File: config.mk
export PLATFORM = sky130hd
export DESIGN_NAME = com_uart_rx_sample_timer
export DESIGN_NICKNAME = d
export VERILOG_FILES = /design/src/rtl/com_uart_rx_sample_timer.sv
export SDC_FILE = /design/constraint.sdc
export NUM_CORES = 1
export LEC_CHECK = 0
export ABC_CLOCK_PERIOD_IN_PS = 3100
export BUFFER_PORTS_ARGS = -buffer_cell sky130_fd_sc_hd__buf_2
export CELL_PAD_IN_SITES_DETAIL_PLACEMENT = 0
export CELL_PAD_IN_SITES_GLOBAL_PLACEMENT = 2
export CORE_AREA = 2 2 102 104
export DETAILED_ROUTE_END_ITERATION = 10
export DIE_AREA = 0 0 104 106
export HOLD_SLACK_MARGIN = 0.02
export MAX_ROUTING_LAYER = met4
export PLACE_DENSITY_LB_ADDON = 0.1
export RECOVER_POWER = 25
export SYNTH_ARGS = -nofsm -noshare
export SYNTH_HDL_FRONTEND = slang
export SYNTH_SLANG_ARGS = --single-unit
File: constraint.sdc
create_clock -name normal_mode_clk -period 3.1 [get_ports normal_mode_clk]
set_clock_uncertainty 0.2 [all_clocks]
set_input_delay 0 -clock normal_mode_clk [delete_from_list [all_inputs] [get_ports normal_mode_clk]]
set_output_delay 0 -clock normal_mode_clk [all_outputs]
set_load 0.02 [all_outputs]
File: src/rtl/com_uart_rx_sample_timer.sv
// com_uart_rx_sample_timer: oversampled UART receive timer with start validation, 3-sample majority voting and per-bit strobes
module com_uart_rx_sample_timer #(
    parameter int DIV_WIDTH  = 16,
    parameter int OVERSAMPLE = 16,
    parameter int DATA_BITS  = 8,
    parameter int PARITY_EN  = 0,
    parameter int STOP_BITS  = 1,
    parameter int IDX_WIDTH  = $clog2(DATA_BITS + PARITY_EN + STOP_BITS)
) (
    input  logic                 normal_mode_clk,
    input  logic                 rst_n,
    input  logic                 rx_en,
    input  logic                 rx_port,
    input  logic [DIV_WIDTH-1:0] div_value,
    input  logic                 stop_cond,
    output logic                 sample_valid,
    output logic                 sample_bit,
    output logic [IDX_WIDTH-1:0] bit_index,
    output logic                 frame_busy,
    output logic                 frame_done,
    output logic                 start_err,
    output logic                 stop_err,
    output logic                 cfg_err
);
    localparam int M = OVERSAMPLE / 2;
    localparam int OSW = $clog2(OVERSAMPLE);
    localparam logic [OSW-1:0] OS_LAST = OSW'(OVERSAMPLE - 1);
    localparam logic [IDX_WIDTH-1:0] LAST_DATA = IDX_WIDTH'(DATA_BITS + PARITY_EN - 1);
    localparam logic [IDX_WIDTH-1:0] LAST_STOP = IDX_WIDTH'(DATA_BITS + PARITY_EN + STOP_BITS - 1);

    typedef enum logic [1:0] {IDLE, START, DATA, STOP} state_t;

    state_t               state_q;
    logic                 rx_meta_q, rx_s_q, rx_d_q, v0_q, v1_q;
    logic                 sample_valid_q, sample_bit_q, frame_done_q, start_err_q, stop_err_q, cfg_err_q;
    logic [DIV_WIDTH-1:0] div_cnt_q, div_cnt_d, div_lat_q;
    logic [OSW-1:0]       os_cnt_q, os_cnt_d;
    logic [IDX_WIDTH-1:0] idx_q, idx_d, bit_index_q;
    logic                 tick, at_v0, at_v1, at_vote, at_end, maj, start_ok;

    always_comb begin
        tick      = state_q != IDLE && div_cnt_q == div_lat_q - DIV_WIDTH'(1);
        at_v0     = tick && os_cnt_q == OSW'(M - 1);
        at_v1     = tick && os_cnt_q == OSW'(M);
        at_vote   = tick && os_cnt_q == OSW'(M + 1);
        at_end    = tick && os_cnt_q == OS_LAST;
        maj       = (v0_q & v1_q) | (v0_q & rx_s_q) | (v1_q & rx_s_q);
        div_cnt_d = tick ? '0 : div_cnt_q + DIV_WIDTH'(1);
        os_cnt_d  = at_end ? '0 : os_cnt_q + OSW'(tick);
        idx_d     = idx_q + IDX_WIDTH'(at_end);
        start_ok  = rx_en && div_value != '0 && rx_d_q && !rx_s_q;
    end

    // Later assignments win: a vote that ends the frame overrides the end-of-bit transition.
    always_ff @(posedge normal_mode_clk or negedge rst_n) begin
        if (!rst_n) begin
            state_q        <= IDLE;
            rx_meta_q      <= 1'b1;
            rx_s_q         <= 1'b1;
            rx_d_q         <= 1'b1;
            v0_q           <= 1'b0;
            v1_q           <= 1'b0;
            sample_valid_q <= 1'b0;
            sample_bit_q   <= 1'b0;
            frame_done_q   <= 1'b0;
            start_err_q    <= 1'b0;
            stop_err_q     <= 1'b0;
            cfg_err_q      <= 1'b0;
            div_cnt_q      <= '0;
            div_lat_q      <= '0;
            os_cnt_q       <= '0;
            idx_q          <= '0;
            bit_index_q    <= '0;
        end else begin
            {rx_meta_q, rx_s_q, rx_d_q} <= {rx_port, rx_meta_q, rx_s_q};
            sample_valid_q <= 1'b0;
            frame_done_q   <= 1'b0;
            start_err_q    <= 1'b0;
            stop_err_q     <= 1'b0;
            cfg_err_q      <= div_value == '0;
            if (stop_cond) begin
                state_q <= IDLE;
            end else if (state_q == IDLE) begin
                if (start_ok) begin
                    state_q     <= START;
                    div_cnt_q   <= '0;
                    os_cnt_q    <= '0;
                    idx_q       <= '0;
                    bit_index_q <= '0;
                    div_lat_q   <= div_value;
                end
            end else begin
                div_cnt_q <= div_cnt_d;
                os_cnt_q  <= os_cnt_d;
                if (at_v0) v0_q <= rx_s_q;
                if (at_v1) v1_q <= rx_s_q;
                if (state_q != START) idx_q <= idx_d;
                if (at_end && state_q == START) state_q <= DATA;
                if (at_end && state_q == DATA && idx_q == LAST_DATA) state_q <= STOP;
                if (at_vote) begin
                    if (state_q == START) begin
                        start_err_q <= maj;
                        if (maj) state_q <= IDLE;
                    end else begin
                        sample_valid_q <= 1'b1;
                        sample_bit_q   <= maj;
                        bit_index_q    <= idx_q;
                        stop_err_q     <= state_q == STOP && !maj;
                        if (state_q == STOP && idx_q == LAST_STOP) begin
                            frame_done_q <= 1'b1;
                            state_q      <= IDLE;
                        end
                    end
                end
            end
        end
    end

    assign sample_valid = sample_valid_q;
    assign sample_bit   = sample_bit_q;
    assign bit_index    = bit_index_q;
    assign frame_busy   = state_q != IDLE;
    assign frame_done   = frame_done_q;
    assign start_err    = start_err_q;
    assign stop_err     = stop_err_q;
    assign cfg_err      = cfg_err_q;
endmodule

==> metrics <==
first-pass GRT wire length 15300 µm; Data required, critical path 3.13 ns; Post-Syn Instances 351; Commonest cells post-synth nand2_1 (64), dfrtp_1 (54), nor2_1 (20); routed via count 2969; CTS Root Cell clkbuf_8; placed insts 548; Async SR Flop Fraction 100%; cell accounting for the most synthesized area dfrtp_1; slowest cell on the critical path or4_4; grt total ovfl 0; CTS buffer count 9; area of the mapped netlist 0.00328 mm²; EDFF count, synth 0; Peak supply drop 0.193 mV; Final Wtd Congestion 0.827; Flop pwr share 39.2%; die area 0.0110 mm²; maximum capacitance violations 0; synth top area cells dfrtp_1 (41%), nand2_1 (7.3%), xor2_1 (4.0%); Max Clk Rate 322 MHz; dpl hpwl 6650 µm; Final ANT Viol Nets 0; relative max-transition margin 10.2%; Min Clock Period, post-route 3.11 ns; setup tns final -0.00517 ns; register area share after synthesis 43.6%; Switch Pwr 0.000650 W; CTS tree yes; number of fill cells 1013; clock tree buffer depth 2; cell area after placement 0.00389 mm²; Worst Tran Pin Value 1.35 ns; antenna fix cells 0; CP Max Fanout 2; clock latency on the worst-skew pair 0.34 ns; worst setup slack after layout -0.00517 ns; GRT Total Usage 18.1%; TritonCTS Sinks 57; most used cell, CP ha_4; Die Span X 104 µm; worst-path cell chain or4_4 -> nor2_4 -> o2111ai_2 -> a2111oi_4 -> nand3_2 -> nor4_4 -> nand2_1 -> inv_2 -> ha_4 -> ha_4 -> a22o_1; reg2reg start div_lat_q[5]; Via density 5.06; Worst setup EP type flip-flop; #FFs+latches synth 57; Slew Viols, Final 0; vias in the first global route 3017; P_leak 2.06 nW; Worst path max stage delay 0.59 ns; share of cells above drive strength 1 31.9%; startpoint class of the critical path flip-flop; RSZ-0062 raised after global routing yes; status complete, but fails checks; Clk pwr share 33.6%; syn_nets 378; fin area 0.00451 mm²; antenna violations before repair 0; FF-to-FF End idx_q[1]; I/O Pins 32; DIE HEIGHT 106 µm; fin crit share 100%; hold path cells 5; Routed WL per cell 15.8 µm; nets 473; Sw Ratio 30.7%; area of the core 0.0100 mm²; R2R cell count 11; Final Hold Vio Count 0; WHS Endpoint idx_q[2]; Iter 0 DRT Violations 162; ys flop type dfrtp_1; worst path arrival time 3.13 ns; Reg2Reg Setup Slack -0.005 ns; Multi-input gate area 0.00196 mm²; worst min path class in2reg; I/O Buffers 31; warnings from Yosys 0; Distinct cells, synth 62; area grow syn2layout 37.4%; P per Cell Area 469 mW/mm²; drt pass-1 iters 5; Setup WS pre-CTS -0.224 ns; Yosys top cell area share 41.2%; row count 37; H-tree level count 3; Finish-stage setup viols 1; DRC 0; largest net degree at the start of global routing 27; area occupied by registers 0.00143 mm²; top-count cell post-synth nand2_1; failing checks negative setup slack; kind of critical path reg2reg; hold wc startpoint rx_en; total power 0.00211 W; initial core utilization 32.8%; combinational share of power 27.2%; Post-Route WL 9260 µm; syn avg cell area 9.35 µm²; final std cells w/o fill 587; Int Pwr 0.00146 W; clock transition at the registers of the reported paths 0.07 ns
repair_timing:
action,in CTS,in global routing
pin swaps,13,23
hold buffers,20,0
endpoints found under the setup margin,16,30
buffers inserted,3,1
hold endpoints to repair,80,0
resized for setup,22,21
registers in the layout, indices dropped and copies added (netlist names):
signal and flops:
div_cnt_q 16, div_lat_q 16, bit_index 4, idx_q 4, os_cnt_q 4, state_q 2
cfg_err 1, frame_done 1, rx_d_q 1, rx_meta_q 1, rx_s_q 1, sample_bit 1
sample_valid 1, start_err 1, stop_err 1, v0_q 1, v1_q 1
critical path, delay by kind of cell, from the launching register on:
kind                       cells  cell delay, ns
and+or+nand+nor                5            1.26
DFF                            1            0.38
AOI/OAI and AO/OA              3            0.75
adders and majority gates      2            0.33
buffers and inverters          1            0.08
logic make-up (layout without fill, tap and decap cells):
group                    after synthesis  count (layout)  share of synthesized area, %
AND/OR/NAND/NOR                      168             168                          27.5
AO/OA/AOI/OAI                         61              61                          13.5
flip-flops                            57              57                          43.6
buffers and inverters                 24             124                          3.13
XOR/XNOR                              23              23                          6.14
multiplexers                          11              11                          3.62
adder cells (fa/ha/maj)                7               7                          2.59
power by group through the flow:
stage | sequential [W] | combinational, W | clock (W)
final | 0.000828 | 0.000575 | 0.000710
after global routing | 0.000832 | 0.000639 | 0.000767
after CTS | 0.000828 | 0.000565 | 0.000729
after detailed placement | 0.000841 | 0.000493 | 0
after global placement | 0.000840 | 0.000495 | 0
after floorplan | 0.000851 | 0.000253 | 0
cell type report:
type / instances / area share (%)
multi-input cells: 270 / 43.4
clock buffers: 11 / 3.14
repair buffers: 98 / 15.9
well taps: 136 / 3.77
inverters: 10 / 0.833
flip-flops and latches: 57 / 31.7
clock inverters: 5 / 1.22
how the worst max path moves through the flow:
stage / cells after the start / end / startpoint
floorplan: 13 / idx_q[1] / div_lat_q[0]
global placement: 13 / idx_q[1] / div_lat_q[0]
detailed placement: 11 / idx_q[1] / div_lat_q[5]
CTS: 14 / idx_q[1] / div_lat_q[0]
global route: 14 / idx_q[1] / div_lat_q[0]
finish: 11 / idx_q[1] / div_lat_q[5]
cell usage in the layout (no fill, tap or decap), drive strengths merged, types with 12 or more instances in the layout:
cell,instances
nor2,21
buf,75
nand2,64
dfrtp,54
a21oi,13
clkbuf,14
dlygate4sd3,20
xor2,15
a31oi,12
through the flow:
stage	utilization, %	hold slack (ns)
CTS	44.2	0.0648
global route	45.1	0.0891
floorplan	-	-0.496
global placement	38.9	-0.254
finish	45.1	0.0765
detailed placement	38.9	-0.252
metal layers:
layer	GRT usage, %	up-vias	wire length [µm]
met5	-	-	0
met1	22.1	1467	4210
li1	-	1463	-
met2	30.8	29	4760
met4	6.85	0	135
met3	2.45	10	148
(Power assumes the default switching activity.)
